<file path="src/rtl/ex_muldiv_unit.sv">
// ---------------------------------------------------------------------------
// ex_muldiv_unit
//   Multi-cycle multiply/divide unit that sits beside the ALU in EX. It runs
//   MULT, MULTU, DIV and DIVU against the architectural HI/LO registers and
//   also handles MTHI and MTLO. Signed operations are done on magnitudes, and
//   the signs are applied in a single FIX cycle before HI/LO are written.
//
// Ports
//   clk           in   rising-edge clock
//   reset         in   asynchronous active-low reset
//   i_valid       in   operation request this cycle
//   i_op          in   0 NOP,1 MULT,2 MULTU,3 DIV,4 DIVU,5 MTHI,6 MTLO,7 NOP
//   i_rs_data     in   multiplicand / dividend / MT source
//   i_rt_data     in   multiplier / divisor
//   i_flush       in   abort any in-flight operation, block acceptance
//   o_busy        out  high while an operation is in flight
//   o_done        out  one-cycle pulse after a MULT/DIV commits
//   o_div_by_zero out  one-cycle pulse with o_done for divide by zero
//   o_hi, o_lo    out  committed HI / LO registers
// ---------------------------------------------------------------------------
module ex_muldiv_unit #(
    parameter int DATA_WIDTH         = 32,
    parameter int MUL_BITS_PER_CYCLE = 1
) (
    input  logic                  clk,
    input  logic                  reset,
    input  logic                  i_valid,
    input  logic [2:0]            i_op,
    input  logic [DATA_WIDTH-1:0] i_rs_data,
    input  logic [DATA_WIDTH-1:0] i_rt_data,
    input  logic                  i_flush,
    output logic                  o_busy,
    output logic                  o_done,
    output logic                  o_div_by_zero,
    output logic [DATA_WIDTH-1:0] o_hi,
    output logic [DATA_WIDTH-1:0] o_lo
);

    localparam int W  = DATA_WIDTH;
    localparam int B  = MUL_BITS_PER_CYCLE;
    localparam int N  = W / B;
    localparam int CW = $clog2(W + 1);

    localparam logic [2:0] OP_MULT  = 3'd1;
    localparam logic [2:0] OP_MULTU = 3'd2;
    localparam logic [2:0] OP_DIV   = 3'd3;
    localparam logic [2:0] OP_DIVU  = 3'd4;
    localparam logic [2:0] OP_MTHI  = 3'd5;
    localparam logic [2:0] OP_MTLO  = 3'd6;

    typedef enum logic [1:0] {
        S_IDLE = 2'd0,
        S_MUL  = 2'd1,
        S_DIV  = 2'd2,
        S_FIX  = 2'd3
    } state_t;

    // Two's-complement negation of a word when neg is set.
    function automatic logic [W-1:0] cond_neg_w(input logic [W-1:0] v, input logic neg);
        logic [W-1:0] r;
        if (neg) begin
            r = -v;
        end else begin
            r = v;
        end
        return r;
    endfunction

    // Two's-complement negation of a double word when neg is set.
    function automatic logic [2*W-1:0] cond_neg_dw(input logic [2*W-1:0] v, input logic neg);
        logic [2*W-1:0] r;
        if (neg) begin
            r = -v;
        end else begin
            r = v;
        end
        return r;
    endfunction

    state_t            state_r;
    logic              busy_r;
    logic              done_r;
    logic              dbz_r;
    logic              dbz_pending_r;
    logic              is_div_r;
    logic              neg_res_r;    // product or quotient must be negated
    logic              neg_rem_r;    // remainder takes the dividend's sign
    logic [CW-1:0]     cnt_r;
    logic [W-1:0]      opb_r;        // multiplicand (MUL) or divisor (DIV)
    // MUL: {partial upper, multiplier shifting out}; DIV: {remainder, quotient}
    logic [2*W-1:0]    prod_r;
    logic [W-1:0]      hi_r;
    logic [W-1:0]      lo_r;

    logic              signed_op_s;
    logic              rs_neg_s;
    logic              rt_neg_s;
    logic [W-1:0]      rs_mag_s;
    logic [W-1:0]      rt_mag_s;
    logic [W+B-1:0]    partial_s;
    logic [W+B-1:0]    upper_sum_s;
    logic [2*W-1:0]    mul_next_s;
    logic [W:0]        shifted_s;
    logic [W:0]        diff_s;
    logic [2*W-1:0]    div_next_s;
    logic [2*W-1:0]    mul_res_s;
    logic [W-1:0]      quo_res_s;
    logic [W-1:0]      rem_res_s;

    // Operand magnitudes for the request currently on the inputs.
    always_comb begin
        signed_op_s = (i_op == OP_MULT) || (i_op == OP_DIV);
        rs_neg_s    = signed_op_s & i_rs_data[W-1];
        rt_neg_s    = signed_op_s & i_rt_data[W-1];
        rs_mag_s    = cond_neg_w(i_rs_data, rs_neg_s);
        rt_mag_s    = cond_neg_w(i_rt_data, rt_neg_s);
    end

    // One shift-add step retiring B multiplier bits from the low end of prod_r.
    always_comb begin
        partial_s   = {{B{1'b0}}, opb_r} * {{W{1'b0}}, prod_r[B-1:0]};
        upper_sum_s = {{B{1'b0}}, prod_r[2*W-1:W]} + partial_s;
        mul_next_s  = {upper_sum_s, prod_r[W-1:B]};
    end

    // One restoring-division step: shift in the next dividend bit, trial subtract.
    always_comb begin
        shifted_s = {prod_r[2*W-1:W], prod_r[W-1]};
        diff_s    = shifted_s - {1'b0, opb_r};
        if (diff_s[W]) begin
            div_next_s = {shifted_s[W-1:0], prod_r[W-2:0], 1'b0};
        end else begin
            div_next_s = {diff_s[W-1:0], prod_r[W-2:0], 1'b1};
        end
    end

    // Sign correction applied in FIX. MIN_INT / -1 wraps back to MIN_INT here.
    always_comb begin
        mul_res_s = cond_neg_dw(prod_r, neg_res_r);
        quo_res_s = cond_neg_w(prod_r[W-1:0], neg_res_r);
        rem_res_s = cond_neg_w(prod_r[2*W-1:W], neg_rem_r);
    end

    // Control FSM, iteration datapath and HI/LO commit.
    always_ff @(posedge clk or negedge reset) begin
        if (!reset) begin
            state_r       <= S_IDLE;
            busy_r        <= 1'b0;
            done_r        <= 1'b0;
            dbz_r         <= 1'b0;
            dbz_pending_r <= 1'b0;
            is_div_r      <= 1'b0;
            neg_res_r     <= 1'b0;
            neg_rem_r     <= 1'b0;
            cnt_r         <= '0;
            opb_r         <= '0;
            prod_r        <= '0;
            hi_r          <= '0;
            lo_r          <= '0;
        end else begin
            done_r <= 1'b0;
            dbz_r  <= 1'b0;
            if (i_flush) begin
                // Flush beats everything, including a pending FIX write.
                state_r       <= S_IDLE;
                busy_r        <= 1'b0;
                dbz_pending_r <= 1'b0;
                cnt_r         <= '0;
            end else begin
                case (state_r)
                    S_IDLE: begin
                        if (i_valid) begin
                            case (i_op)
                                OP_MULT, OP_MULTU: begin
                                    state_r   <= S_MUL;
                                    busy_r    <= 1'b1;
                                    is_div_r  <= 1'b0;
                                    neg_res_r <= rs_neg_s ^ rt_neg_s;
                                    neg_rem_r <= 1'b0;
                                    cnt_r     <= CW'(N - 1);
                                    opb_r     <= rs_mag_s;
                                    prod_r    <= {{W{1'b0}}, rt_mag_s};
                                end
                                OP_DIV, OP_DIVU: begin
                                    busy_r   <= 1'b1;
                                    is_div_r <= 1'b1;
                                    if (i_rt_data == '0) begin
                                        state_r       <= S_FIX;
                                        dbz_pending_r <= 1'b1;
                                    end else begin
                                        state_r   <= S_DIV;
                                        neg_res_r <= rs_neg_s ^ rt_neg_s;
                                        neg_rem_r <= rs_neg_s;
                                        cnt_r     <= CW'(W - 1);
                                        opb_r     <= rt_mag_s;
                                        prod_r    <= {{W{1'b0}}, rs_mag_s};
                                    end
                                end
                                OP_MTHI: hi_r <= i_rs_data;
                                OP_MTLO: lo_r <= i_rs_data;
                                default: state_r <= S_IDLE;
                            endcase
                        end else begin
                            state_r <= S_IDLE;
                        end
                    end
                    S_MUL: begin
                        prod_r <= mul_next_s;
                        if (cnt_r == '0) begin
                            state_r <= S_FIX;
                        end else begin
                            cnt_r <= cnt_r - CW'(1);
                        end
                    end
                    S_DIV: begin
                        prod_r <= div_next_s;
                        if (cnt_r == '0) begin
                            state_r <= S_FIX;
                        end else begin
                            cnt_r <= cnt_r - CW'(1);
                        end
                    end
                    S_FIX: begin
                        if (!dbz_pending_r) begin
                            if (is_div_r) begin
                                hi_r <= rem_res_s;
                                lo_r <= quo_res_s;
                            end else begin
                                hi_r <= mul_res_s[2*W-1:W];
                                lo_r <= mul_res_s[W-1:0];
                            end
                        end else begin
                            hi_r <= hi_r;
                        end
                        done_r        <= 1'b1;
                        dbz_r         <= dbz_pending_r;
                        dbz_pending_r <= 1'b0;
                        busy_r        <= 1'b0;
                        state_r       <= S_IDLE;
                    end
                    default: begin
                        state_r <= S_IDLE;
                        busy_r  <= 1'b0;
                    end
                endcase
            end
        end
    end

    assign o_busy        = busy_r;
    assign o_done        = done_r;
    assign o_div_by_zero = dbz_r;
    assign o_hi          = hi_r;
    assign o_lo          = lo_r;

endmodule

</file>
<file path="config.mk">
export PLATFORM = sky130hd
export DESIGN_NAME = ex_muldiv_unit
export DESIGN_NICKNAME = d
export VERILOG_FILES = /design/src/rtl/ex_muldiv_unit.sv
export SDC_FILE = /design/constraint.sdc
export NUM_CORES = 1
export LEC_CHECK = 0
export CORE_MARGIN = 2
export CORE_UTILIZATION = 45
export CTS_CLUSTER_SIZE = 24
export DETAILED_ROUTE_END_ITERATION = 8
export PLACE_DENSITY = 0.76
export SYNTH_ARGS = -nofsm -noshare
export SYNTH_HDL_FRONTEND = slang
export SYNTH_SLANG_ARGS = --single-unit
</file>
<file path="constraint.sdc">
create_clock -name clk -period 4.4 [get_ports clk]
set_input_delay 0.44 -clock clk [delete_from_list [all_inputs] [get_ports clk]]
set_output_delay 0.44 -clock clk [all_outputs]
set_load 0.02 [all_outputs]
</file>
# Word level (Yosys, flattened, before mapping)
# Index checks and enable logic that the tools add are counted.
[word_totals]
ff_bits = 175
inputBits = 71
out_inout_bits = 67
wordCells = 126
[op_classes]
addsub = 8
n_mul = 1
eq_ne = 25
mux = 52
n_bitwise = 4
reduce_logical = 23
[op_table]
columns = ["op", "n"]
rows = [
  ["$mux 32", 13],
  ["$mux 64", 4],
  ["$pmux 32 s2", 3],
  ["$pmux 64 s3", 1],
  ["$neg 32->32", 4],
  ["$pmux 64 s2", 1],
  ["$neg 64->64", 1],
  ["$add 32x33->33", 1],
  ["$mul 32x1->33", 1],
  ["$sub 33x32->33", 1],
  ["$logic_not 32->1", 1],
  ["$reduce_and 5->1", 5],
  ["$mux 6", 4],
  ["$pmux 6 s2", 2],
  ["$ne 3x3->1 const B", 5],
  ["$mux 1", 14],
  ["$pmux 2 s3", 2],
  ["$pmux 1 s2", 5],
  ["$eq 3x3->1 const B", 3],
  ["$reduce_bool 3->1", 3],
  ["$ne 4x4->1 const B", 2],
  ["$reduce_and 4->1", 2],
  ["$reduce_or 2->1", 4],
  ["$eq 3x2->1 const B", 2],
  ["other kinds (20)", 29],
]

# Longest topological paths before layout
# Gate-level depths: netlist of the first run.
[depth]
word_depth = 8
mapped_depth = 15
ltp_nobuf = 14

# Worst setup path before layout of the first run
# No wires, ideal clock.
[synth_path]
kind = "register to register"
start = "register prod_r[42]"
end = "register prod_r[61]"
setup_time_ps = 129
arrival_ps = 3273
t_required_ps = 4271
setup_slack_ps = 997
path_stages_with_launch = 14
path_buffers = 2
synth_period_minus_slack_ps = 3403
path_cell_list = "dfrtp_1 ha_1 clkbuf_1 a2111oi_0 nand2_1 nor3_1 nor4b_1 o211ai_1 a21oi_1 xnor2_1 clkbuf_1 nor4_1 a221oi_1 nand2_1"
[synth_via]
elab_chain_cells = 3
elab_cells_between_ends = 4
cone_classes = "add/sub (2); mux (2)"
[synth_lines]
columns = ["element", "line", "rtl"]
rows = [
  ["from (decl)", "91", "logic [2*W-1:0] prod_r;"],
  ["from (signal assigned)", "182", "prod_r <= {{W{1'b0}}, rt_mag_s};"],
  ["from (signal assigned)", "196", "prod_r <= {{W{1'b0}}, rs_mag_s};"],
  ["from (signal assigned)", "208", "prod_r <= mul_next_s;"],
  ["$sub 33x32->33", "129", "diff_s = shifted_s - {1'b0, opb_r};"],
  ["$mux 64", "130", "if (diff_s[W]) begin"],
  ["$pmux 64 s3 *", "170", "case (state_r)"],
]
# Every way passes the cells marked *; elsewhere a longest branch is shown, timed or not.
# A chain may end at the register's enable or synchronous reset.

# Worst setup path in the final report of the first run
[layout_path]
start = "register opb_r[11]"
end = "register prod_r[34]"
[layout_via]
elab_chain_cells = 3
[layout_lines]
columns = ["element", "line", "rtl"]
rows = [
  ["from (decl)", "89", "logic [W-1:0] opb_r;"],
  ["from (signal assigned)", "181", "opb_r <= rs_mag_s;"],
  ["from (signal assigned)", "195", "opb_r <= rt_mag_s;"],
  ["$sub 33x32->33", "129", ""],
  ["$mux 64", "130", ""],
  ["$pmux 64 s3", "170", ""],
]
# Every way passes these cells.

==> results by stage, run 1 <==
Synthesis:
- The number of synthesized flops with an enable pin is 0.
- The area share of fa/ha/maj cells after synthesis is 6.29%.
- The area fraction of the dominant cell type after synthesis is 28.2%.
- The post-synthesis sequential area ratio is 28.2%.
- The number of flip-flops and latches in the synthesized netlist is 175.
- Counting instances in the post-synthesis netlist gives the leading cell types as sky130_fd_sc_hd__nand2_1, sky130_fd_sc_hd__o21ai_0, sky130_fd_sc_hd__nor2_1, sky130_fd_sc_hd__dfrtp_1, sky130_fd_sc_hd__a21oi_1.
- The synthesized area per cell is 7.51 sq um.
- In this run, distinct cell masters in the synthesized netlist total 74.
- The synthesized netlist devotes 28.5% of its cell area to compound gates.
- The area of the mapped netlist is 15,500 sq um.
- The number of nets produced by synthesis is 2,217.
- In the synthesized netlist the async set-or-reset flop fraction comes to 100%.
- Synthesis produced a netlist whose cell count is 2,069.
- For this run, the number of Yosys warnings is 0.
- The xor and xnor area share after synthesis is 9.86%.
- The fraction of the mapped netlist area in simple logic gates is 20.3%.
- The most used flip-flop cell after synthesis is sky130_fd_sc_hd__dfrtp_1.
- Yosys attributes the largest share of cell area to sky130_fd_sc_hd__dfrtp_1, sky130_fd_sc_hd__o21ai_0, sky130_fd_sc_hd__nand2_1, sky130_fd_sc_hd__ha_1, sky130_fd_sc_hd__xor2_1.
- By area, the combinational part of the netlist is dominated by compound AO/OA/AOI/OAI gates.
- In the post-synthesis netlist, the cell with the most instances is sky130_fd_sc_hd__nand2_1.
- The post-synthesis mux area share is 1.71%.
- The cell type with the largest total area after synthesis is sky130_fd_sc_hd__dfrtp_1.

STA:
- The max-slew violation count is 0.
- At the pin with the least slew margin, the transition time is 1.06 ns.
- The relative slew slack is 28.8%.
- Dividing the final minimum period by the clock period gives 94.9%.
- The final period demand of the worst path is 4.18 ns.
- The final total negative setup slack is 0 ns.
- Timing would allow up to 0.239 GHz.
- Setup repair after global routing left no endpoint under its margin.
- Between clock sinks in the finished design, the worst skew comes to 0.0136 ns.
- Setup violations remaining at the end of the flow were counted as 0.
- The final-report hold violation count is 0.

GRT:
- The met2 demand-to-capacity share in global routing is 45.8%.
- The overall global routing resource usage is 31.2%.
- Entering global routing, the biggest net connects 99 pins.
- The number of global-route vias before repair is 14,741.
- The most heavily used metal layer in global routing is met2.
- Global routing used 44.7% of the available met1 tracks.
- The first global-routing pass estimated 87,100 microns of wire.
- The total grt overflow is 0.
- The initial antenna violation count is 0.
- Global routing used 5.98% of the available met3 tracks.

Worst setup path:
- In this run the worst setup path begins at opb_r[11].
- Traced cell by cell, the critical path runs through inv_1, ha_1, a2111oi_0, nand2_1, nor3_1, nor4b_1, o211ai_1, a21oi_1, xnor2_2, buf_4, mux2i_1, a32oi_1, o21ai_0.
- For flop-to-flop paths, the worst setup slack is 0.22 ns.
- The count of buffer and inverter cells on the critical path is 2.
- The element type at the critical path end is a flip-flop.
- The setup path with the least slack is of type reg -> reg.
- For the worst flop-to-flop path, the logic depth is 13.
- The cell family contributing the most delay on the critical path is compound AO/OA/AOI/OAI gates.
- The endpoint of the worst register-to-register path is prod_r[34].
- The cell type of the slowest stage on the worst timing path is sky130_fd_sc_hd__xnor2_2.
- The critical path endpoint is prod_r[34].
- The data required time of the worst path is 4.77 ns.
- The startpoint type of the worst setup path is a flip-flop.
- The largest single stage delay on the critical path is 0.75 ns.
- The critical path data arrival time is 4.55 ns.
- In this run the number of cells on the critical path is 13.
- The startpoint identified for the worst register-to-register timing path is opb_r[11].
- Along the worst path, the maximum fanout reaches 18.

Floorplanning:
- The top-level I/O count is 138.
- The die area is 36,000 sq um.
- The floorplan step set the die width to 190 microns.
- The floorplan step defined a core boundary enclosing 34,300 sq um.
- The die extent in y is 190 microns.
- The number of cell rows is 68.
- The initial cell density of the core is 45.3%.

Placement:
- The number of port buffers is 137.
- At the end of routability-driven placement, the weighted congestion stood at 1.03.
- The half-perimeter wire length after placement is 43,500 microns.

Cells and area:
- The diode insertion count for antenna repair is 0.
- The number of filler instances in the final layout is 3,252.
- Relative to the synthesized area, the layout overhead comes to 16.1%.
- The final layout contains 2,300 nets.
- The share of final-layout standard cells stronger than drive strength 1 is 5.59%.

Clock network:
- The post-cts sizing count is 0.
- CTS saw 175 sinks.
- After clock tree synthesis, the clock-pin slew on the worst setup and hold paths is 0.07 ns.
- Buffers added to address setup during post-CTS repair amount to 0.
- The clock passes through at most 2 buffers.
- The clock tree from TritonCTS is yes.
- The tree is rooted in a sky130_fd_sc_hd__clkbuf_16.
- The number of H-tree branching levels is 4.
- The later pin in the worst-skew pair is clocked with a latency of 0.46 ns.
- The total clock buffers created by CTS is 17.
- After clock tree synthesis, the flow added hold-fix buffers numbering 0.

Route:
- The number of DRC markers in iteration 0 is 2,078.
- Dividing the detail-routed wire length by the instance count gives 21.5 microns.
- After detailed routing, the total wire length is 56,400 microns.
- Before antenna repair, the detailed router went through 6 iterations.
- Across all layers, the routed design uses 16,327 vias.
- The number of nets with antenna violations after detailed routing is 0.
- The via-per-instance ratio is 6.23.
- The DRC violation count after routing is 0.

Power and ir drop:
- The sum of internal, switching and leakage power is 7420 uW.
- IR analysis of the VDD net gives a maximum drop of 0.321 mV.
- In this run the static leakage power is 0.00794 uW.
- In this run the power density over the cells is 411 nW/um^2.

Run status:
- The flow ran to the end, and the final reports show no timing, DRC or antenna violations.

Flow run:
- The number of max-cap violations is 0.

Hold path:
- The path class of the tightest hold or removal check is in -> async.
==> placed cells by master (no fill, tap or decap), types with 30 or more instances in the layout <==
master                            instances
sky130_fd_sc_hd__dfrtp_1                175
sky130_fd_sc_hd__buf_4                   59
sky130_fd_sc_hd__inv_1                   72
sky130_fd_sc_hd__a211oi_1                37
sky130_fd_sc_hd__a22oi_1                 35
sky130_fd_sc_hd__xor2_1                  97
sky130_fd_sc_hd__a21o_1                  56
sky130_fd_sc_hd__o31ai_1                 34
sky130_fd_sc_hd__nand2_1                260
sky130_fd_sc_hd__nand3_1                 30
sky130_fd_sc_hd__ha_1                    73
sky130_fd_sc_hd__a21oi_1                169
sky130_fd_sc_hd__xnor2_1                 77
sky130_fd_sc_hd__nor2_1                 196
sky130_fd_sc_hd__o21ai_0                257
sky130_fd_sc_hd__clkdlybuf4s50_1        136
sky130_fd_sc_hd__nor3_1                  37
==> worst reg2reg max path, delay by kind of cell, from the launching register on <==
family / cells / cell delay, ns
xor+xnor: 1 / 0.75
fa+ha+maj: 1 / 0.39
simple gates: 3 / 0.72
compound gates: 5 / 1.19
mux: 1 / 0.23
buf+inv: 2 / 0.46
flops: 1 / 0.36
==> registers in the layout (all words and copies together), names as in the netlist <==
register / cells
opb_r: 32
o_lo: 32
state_r: 2
dbz_pending_r: 1
cnt_r: 6
prod_r: 64
is_div_r: 1
neg_res_r: 1
o_hi: 32
o_div_by_zero: 1
neg_rem_r: 1
o_done: 1
o_busy: 1
==> worst min-delay path by stage <==
stage	from	endpoint	slack (ns)	cells after the start
5_1_grt	reset	prod_r[11]	0.14	1
4_1_cts	reset	prod_r[9]	0.11	1
2_1_floorplan	reset	cnt_r[0]	0.14	0
6_report	reset	prod_r[9]	0.06	1
3_3_place_gp	o_hi[11]	o_hi[11]	0.46	1
3_5_place_dp	o_lo[19]	o_lo[19]	0.47	1
==> per-stage QoR <==
step | setup WS [ns] | util [%] | instance area [sq um] | hold slack [ns] | std cells
floorplan | 0.997 | - | 15500 | 0.144 | 2069
global placement | 0.442 | 51.0 | 17500 | 0.460 | 2588
detailed placement | 0.339 | 51.0 | 17500 | 0.471 | 2588
CTS | 0.307 | 52.6 | 18000 | 0.112 | 2620
global route | 0.00289 | 52.6 | 18000 | 0.144 | 2620
finish | 0.223 | 52.6 | 18000 | 0.0604 | 2620
==> layer usage <==
metal | vias to the layer above | part of all wire, %
met5 | - | 0
li1 | 7573 | -
met2 | 915 | 42
met1 | 7720 | 43
met3 | 119 | 10
met4 | 0 | 4.3
==> layout make-up <==
class                      instances  area [sq um]  share of cell area (%)
clock inverter                    14           131                   0.728
tap                              455           569                    3.15
clock buffer                      18           439                    2.43
inverter                          72           270                    1.50
timing repair buffer             198          1860                    10.3
multi-input combinational       1688         10400                    57.6
sequential                       175          4380                    24.3
==> cells by family after synthesis <==
group | count (synthesis)
and+or+nand+nor | 686
adders and majority gates | 77
DFF | 175
AOI/OAI and AO/OA | 724
muxes | 26
buffers and inverters | 206
xor gates and xnor gates | 175
==> report_power, final <==
| group | switching [uW] | total [uW] | internal, uW |
|---|---|---|---|
| Sequential | 482 | 2530 | 2050 |
| Clock | 769 | 1540 | 769 |
| Combinational | 1990 | 3350 | 1360 |
Power figures use the tool's default switching activity.
==> inputs of run 2 (changes only) <==
--- a/config.mk
+++ b/config.mk
@@ -9,6 +9,7 @@
 export CORE_UTILIZATION = 45
 export CTS_CLUSTER_SIZE = 24
 export DETAILED_ROUTE_END_ITERATION = 8
+export MAX_ROUTING_LAYER = met4
 export PLACE_DENSITY = 0.76
 export SYNTH_ARGS = -nofsm -noshare
 export SYNTH_HDL_FRONTEND = slang
==> constraint.sdc (replaced) <==
create_clock -name clk -period 5.1 [get_ports clk]
set_input_delay 0.51 -clock clk [delete_from_list [all_inputs] [get_ports clk]]
set_output_delay 0.51 -clock clk [all_outputs]
set_load 0.02 [all_outputs]
==> run 2 against run 1 <==
Net effect: flip-flop and latch count stayed put; setup slack better by 0.57 ns; sequential share of layout area is 0.22 points higher; clock power is 10% lower; global-route usage is 1.2 points higher; first-iteration DRC count is 17% lower; wire length is 0.91% higher; design area is 0.92% lower; non-clock buffer count is 29 lower; cell count is 1.1% lower.
==> results by stage, run 2 (synthesis results as in run 1) <==
Floorplanning:
- Once the floorplan was initialized, standard cells occupied 45.3% of the core.
- The number of cell rows is 68.
- The top-level I/O count is 138.
- The die extent in y is 190 microns.
- The die covers 36,000 sq um.
- The area of the core is 34,300 sq um.
- The die is 190 microns wide.

STA:
- Adding up every negative setup slack in the final design gives 0 ns.
- Setup repair after global routing left no endpoint under its margin.
- The final worst clock skew is 0.0108 ns.
- The relative slew slack is 23.5%.
- The number of setup violations in the final report is 0.
- The final period demand of the worst path is 4.31 ns.
- The max-slew violation count is 0.
- The smallest hold slack is 0.178 ns.
- The share of the clock period used by the worst path after layout is 84.5%.
- Static timing analysis puts the maximum clock frequency at 0.232 GHz.
- At the pin with the least slew margin, the transition time is 1.15 ns.
- The final-report hold violation count is 0.

Worst setup path:
- The data required time of the worst path is 5.44 ns.
- The internal reg-to-reg setup slack is 0.79 ns.
- The maximum fanout along the worst path is 26.
- In this run the critical register-to-register path is launched from prod_r[0].
- Counting cells, the worst reg-to-reg path comes to 14.
- STA classifies the critical path endpoint as a flip-flop.
- The critical path data arrival time is 4.65 ns.
- The critical path class is reg -> reg.
- The endpoint of the worst register-to-register path is prod_r[57].
- The startpoint type of the worst setup path is a flip-flop.

GRT:
- The largest net degree at the start of global routing is 176.
- The first-pass GRT wire length is 87,100 microns.
- The initial antenna violation count is 0.
- The overall global routing resource usage is 32.5%.
- The number of global-route vias before repair is 14,919.
- The total grt overflow is 0.

Cells and area:
- The net count of the finished layout is 2,271.
- The library cell used most frequently in the layout, excluding fill and tap cells, is sky130_fd_sc_hd__nand2_1.
- The register with the most flip-flops is prod_r.
- Of the cells placed in the final design, the portion with a size suffix greater than 1 is 4.31%.
- The top cell types in the final layout, fill and taps aside, are sky130_fd_sc_hd__nand2_1, sky130_fd_sc_hd__o21ai_0, sky130_fd_sc_hd__nor2_1.
- For this run, the share of the core covered by cells in the final layout is 52.1%.
- The diode insertion count for antenna repair is 0.
- The area growth from synthesis to layout is 15.0%.
- The flip-flop count of the largest register after layout is 64.

Flow run:
- The tool flagged a number of max-cap violations equal to 0.

Route:
- Detailed routing placed a total of 24,500 microns of wire on met2.
- For this block, wires on met1 add up to 24,200 microns.
- After detailed routing, the met3 layer carries 5730 microns of wire.
- After detailed routing, the number of vias per cell comes to 6.23.
- Before antenna repair, the detailed router went through 6 iterations.
- The routed design has 56,900 microns of wire.
- The detail route stage leaves a number of antenna-violating nets equal to 0.
- The number of DRC markers in iteration 0 is 1,717.
- After detailed routing, the number of remaining DRC violations is 0.
- The routed wirelength normalized by instance count is 22.0 microns.
- The total vias in the final route is 16,152.
- The top layer used by detailed routing is met4.

Clock network:
- Buffers added to address setup during post-CTS repair amount to 0.
- The clock tree from TritonCTS is yes.
- The H-tree generated during clock tree synthesis spans 4 levels.
- The number of buffers inserted for hold repair after clock tree synthesis is 0.
- The latest clock arrival within the worst-skew pair is 0.45 ns.
- The maximum root-to-sink buffer count is 2.
- The tree is rooted in a sky130_fd_sc_hd__clkbuf_16.
- Clock-pin slew was measured on the worst setup and hold paths at 0.07 ns.
- Buffers inserted during clock tree synthesis total 17.
- The clock drives 175 sinks.
- Post-CTS repair changed the size of 0 cells.

Hold path:
- The classification of the worst-slack hold path is in -> async.

Power and ir drop:
- The leakage power total is 0.00781 uW.
- The power density over cell area is 360 nW/um^2.
- The maximum resistive drop on vdd is 0.302 mV.

Placement:
- Routability-driven placement finished with a final weighted congestion of 1.03.
- The number of port buffers is 137.
- The half-perimeter wire length after placement is 43,600 microns.

Run status:
- The run finished with clean final reports.
==> run 2: cell types whose count changed in the layout (fill, tap and decap cells not counted) <==
cell	delta
sky130_fd_sc_hd__buf_12	+1
sky130_fd_sc_hd__buf_4	-30
sky130_fd_sc_hd__bufinv_16	+2
sky130_fd_sc_hd__clkbuf_8	+1
sky130_fd_sc_hd__clkinv_2	+1
sky130_fd_sc_hd__clkinv_4	+2
sky130_fd_sc_hd__clkinv_8	+1
sky130_fd_sc_hd__clkinvlp_4	+1
sky130_fd_sc_hd__inv_6	-4
sky130_fd_sc_hd__inv_8	-4
==> run 2: worst max path at each step <==
stage,endpoint,cells after the start,from
6_report,prod_r[57],14,prod_r[0]
5_1_grt,prod_r[57],14,prod_r[0]
4_1_cts,prod_r[57],14,prod_r[0]
3_5_place_dp,prod_r[17],12,i_rt_data[3]
3_3_place_gp,prod_r[58],11,i_rt_data[3]
2_1_floorplan,prod_r[61],13,prod_r[42]
==> run 2: critical path, cell delays in order, from the launching register on <==
cell and delay, ns:
sky130_fd_sc_hd__dfrtp_1 0.49, sky130_fd_sc_hd__inv_1 0.26, sky130_fd_sc_hd__buf_4 0.35, sky130_fd_sc_hd__nor2_1 0.09, sky130_fd_sc_hd__ha_1 0.36, sky130_fd_sc_hd__a21oi_1 0.11, sky130_fd_sc_hd__o21ai_0 0.50, sky130_fd_sc_hd__nor2_1 0.15
sky130_fd_sc_hd__a211oi_1 0.35, sky130_fd_sc_hd__o21ai_0 0.26, sky130_fd_sc_hd__o21ai_1 0.46, sky130_fd_sc_hd__a31oi_1 0.17, sky130_fd_sc_hd__xor2_1 0.30, sky130_fd_sc_hd__o31ai_1 0.11, sky130_fd_sc_hd__a211o_1 0.24
==> run 2: stage by stage <==
step                      instance area (sq um)  total power (uW)  cells  setup WS, ns
after detailed placement                  17300              5020   2559         0.541
after global placement                    17300              4970   2559         0.770
after global routing                      17900              6790   2591         0.485
after CTS                                 17900              6390   2591         0.810
after floorplan                           15500              3840   2069          1.70
final                                     17900              6440   2591         0.791
==> run 2: metal layers <==
| metal | global-route usage [%] | vias to the layer above |
|---|---|---|
| met2 | 47.3 | 933 |
| met4 | 13.7 | 0 |
| met5 | - | - |
| li1 | - | 7512 |
| met1 | 44.2 | 7584 |
| met3 | 6.01 | 123 |
==> run 2: report_power, final <==
group / total (uW) / switching, uW / leakage [uW] / internal, uW
combinational: 2870 / 1720 / 0.00529 / 1150
clock: 1380 / 625 / 0.000293 / 759
sequential: 2180 / 413 / 0.00223 / 1770
total: 6440 / 2760 / 0.00781 / 3670
==> run 2: layout make-up <==
cell class | instances | area (sq um)
inverter | 72 | 270
timing repair buffer | 169 | 1650
multi-input combinational | 1688 | 10400
fill | 3267 | 16400
clock buffer | 19 | 453
tap | 455 | 569
sequential | 175 | 4380
clock inverter | 13 | 158
==> inputs of run 3 (changes only) <==
==> constraint.sdc (replaced) <==
create_clock -name clk -period 4.3 [get_ports clk]
set_input_delay 0.43 -clock clk [delete_from_list [all_inputs] [get_ports clk]]
set_output_delay 0.43 -clock clk [all_outputs]
set_load 0.02 [all_outputs]
==> run 3 against run 2 <==
Net effect: the flow now finishes with violations (hold timing); setup slack got worse by 0.51 ns; register-to-register slack lost 0.51 ns; critical path type unchanged; worst hold slack got worse by 0.21 ns; count of clock-buffer cells in the layout is the same; critical endpoint is now prod_r[34]; via count decreased by 0.23%; clock skew is 0.0031 ns higher.
==> results by stage, run 3 (synthesis results as in run 1) <==
Worst setup path:
- In this run the worst setup path begins at prod_r[31].
- In this run the critical register-to-register path is captured at prod_r[34].
- In this design, the stage delay of the slowest critical-path cell is 0.45 ns.
- The critical path runs through a total of 15 cells.
- The internal reg-to-reg setup slack is 0.28 ns.
- The worst register-to-register path begins at prod_r[31].
- The critical path ends at prod_r[34].
- The depth of the worst register-to-register path is 15.
- The maximum fanout along the worst path is 20.
- The element type at the critical path end is a flip-flop.
- The startpoint type of the worst setup path is a flip-flop.
- The data required time of the worst path is 4.67 ns.
- The count of buffer and inverter cells on the critical path is 3.
- Traced cell by cell, the critical path runs through inv_1, ha_1, fa_1, nand2b_1, a21oi_1, nor3_1, nor4b_1, buf_4, o211ai_1, a21oi_1, xnor2_4, buf_4, mux2i_1, a32oi_1, o21ai_0.
- The critical path data arrival time is 4.39 ns.
- The critical path class is reg -> reg.
- The cell type of the slowest stage on the worst timing path is sky130_fd_sc_hd__dfrtp_1.
- On the critical path the largest part of the delay comes from compound AO/OA/AOI/OAI gates.

STA:
- At the pin with the least slew margin, the transition time is 0.929 ns.
- Static timing analysis puts the maximum clock frequency at 0.249 GHz.
- The final-report hold violation count is 16.
- The max-slew violation count was 0.
- The share of the clock period used by the worst path after layout is 93.4%.
- The final period demand of the worst path is 4.02 ns.
- Clock skew on the completed layout was measured at 0.0139 ns.
- Setup repair after global routing left no endpoint under its margin.
- Hold timing on the final database bottoms out at a slack of -0.0277 ns.
- The worst pin sits at a relative slew slack of 37.8%.
- Summed over all failing endpoints, the final setup total negative slack is 0 ns.
- The number of setup violations in the final report is 0.

GRT:
- The initial antenna violation count is 0.
- The overall global routing resource usage is 32.3%.
- The first global-routing pass estimated 87,300 microns of wire.
- The number of global-route vias before repair came to 14,593.
- The total overflow left after global routing is 0.
- The largest net degree at the start of global routing is 112.

Placement:
- The final RePlAce weighted congestion is 1.01.
- Buffers placed on the I/O ports in this run total 137.
- The placed instance count is 2,587.
- The wire-length estimate of the detail-placed layout is 44,200 microns.

Flow run:
- Across the run, the number of max-cap violations was 0.

Route:
- The routed wirelength normalized by instance count is 21.8 microns.
- The via-per-instance ratio is 6.15.
- The total vias in the final route is 16,115.
- The count of nets left with antenna violations once routing finished came out at 0.
- The first TritonRoute pass finished after 5 iterations.
- For this block, the initial DRC count from the detailed router was 1,868.
- In the routed design, unresolved DRC markers number 0.
- The total wire length after detailed routing is 57,100 microns.

Clock network:
- The clock tree synthesis step divided the H-tree into 4 levels.
- Counting along the longest clock path gives a buffer depth of 2.
- The post-CTS setup buffer count is 0.
- The clock transition at the register clock pins on the worst setup and hold paths after CTS is 0.08 ns.
- The cell sitting at the root of the clock tree is a sky130_fd_sc_hd__clkbuf_16.
- The total clock sinks is 175.
- TritonCTS created 17 clock buffers.
- The latest clock arrival within the worst-skew pair is 0.45 ns.
- The clock tree from TritonCTS is yes.

Cells and area:
- For this run, the number of standard cells in the final layout without fillers is 2,619.
- After the last flow step, the layout net total stands at 2,299.
- The library cell used most frequently in the layout, excluding fill and tap cells, is sky130_fd_sc_hd__nand2_1.
- prod_r holds more flip-flops than any other register.
- The flip-flop count of the largest register after layout is 64.
- Cells with a size suffix above 1 make up 5.50% of the layout.
- The total area of multi-input combinational cells is 10,400 sq um.
- The synthesis-to-finish area growth is 16.2%.
- In the layout the commonest cells are sky130_fd_sc_hd__nand2_1, sky130_fd_sc_hd__o21ai_0, sky130_fd_sc_hd__nor2_1.
- The repair_antennas step left the layout with diodes totalling 0.
- The sequential cells in the finished layout cover a total of 4380 sq um.
- After filler insertion, the fill cell instance count of the layout stands at 3,254.

Power and ir drop:
- The power spent charging and discharging nets is 3300 uW.
- The maximum resistive drop on vdd is 0.295 mV.
- For this design the static power due to leakage is 0.00794 uW.
- Per report_power, the combinational group accounts for 45.1% of the total.
- Net switching is 43.6% of the power.
- The internal power of the cells totals 4260 uW.
- The completed layout was analyzed and its total power is 7560 uW.
- The sequential group share of total power is 34.2%.
- Power spread over the standard cell area amounts to 418 nW/um^2.
- The share of total power dissipated in the clock network is 20.7%.

Floorplanning:
- The initial cell density of the core is 45.3%.
- Pin placement for this block handled 138 I/O pins.
- The floorplan has 68 rows.
- The die width is 190 microns.
- The die area is 36,000 sq um.
- In this run the vertical extent of the chip is 190 microns.
- The area of the core is 34,300 sq um.

Run status:
- The checks that failed: hold timing.
- The run finished, with violations left.

Hold path:
- The classification of the worst-slack hold path is in -> async.
[run 3: power groups by stage]
stage                     logic [uW]  clock network (uW)  registers [uW]
after floorplan                 1850                   0            2710
after global placement          3320                   0            2580
after detailed placement        3360                   0            2600
after CTS                       3370                1560            2560
after global routing            3700                1630            2630
final                           3410                1560            2580
[run 3: how the worst min path moves through the flow]
stage	cells past startpoint	start	end	slack [ns]
after detailed placement	1	reset	prod_r[7]	0.47
after floorplan	0	reset	cnt_r[0]	0.13
final	1	reset	prod_r[10]	-0.03
after global routing	1	reset	prod_r[18]	0.03
after global placement	1	o_hi[15]	o_hi[15]	0.46
after CTS	1	reset	prod_r[7]	0.004
[run 3: area by class of cell]
| class | count | share of cell area [%] |
|---|---|---|
| inverter | 72 | 1.50 |
| clock buffer | 19 | 2.45 |
| timing repair buffer | 197 | 10.3 |
| sequential | 175 | 24.3 |
| tap | 455 | 3.15 |
| clock inverter | 13 | 0.672 |
| multi-input combinational | 1688 | 57.7 |
[run 3: repair_timing]
| item | 4_1_cts | 5_1_grt |
|---|---|---|
| gates resized for setup | 0 | 2 |
| endpoints found under the setup margin | 0 | 13 |
| hold buffers | 0 | 0 |
[run 3: layer usage]
metal | global-route usage [%] | share of wire [%] | vias up
met5 | - | 0 | -
met2 | 47.2 | 43 | 846
met4 | 9.18 | 2.7 | 0
li1 | - | - | 7569
met3 | 4.98 | 10 | 65
met1 | 46.3 | 44 | 7635
[run 3: stage by stage]
| step | setup WS (ns) | hold slack (ns) | instance area [sq um] | utilization, % |
|---|---|---|---|---|
| after floorplan | 0.897 | 0.134 | 15500 | - |
| after global placement | 0.440 | 0.460 | 17500 | 51.0 |
| after detailed placement | 0.367 | 0.467 | 17500 | 51.0 |
| after CTS | 0.314 | 0.00416 | 18000 | 52.6 |
| after global routing | 0.00957 | 0.0259 | 18100 | 52.7 |
| final | 0.284 | -0.0277 | 18100 | 52.7 |
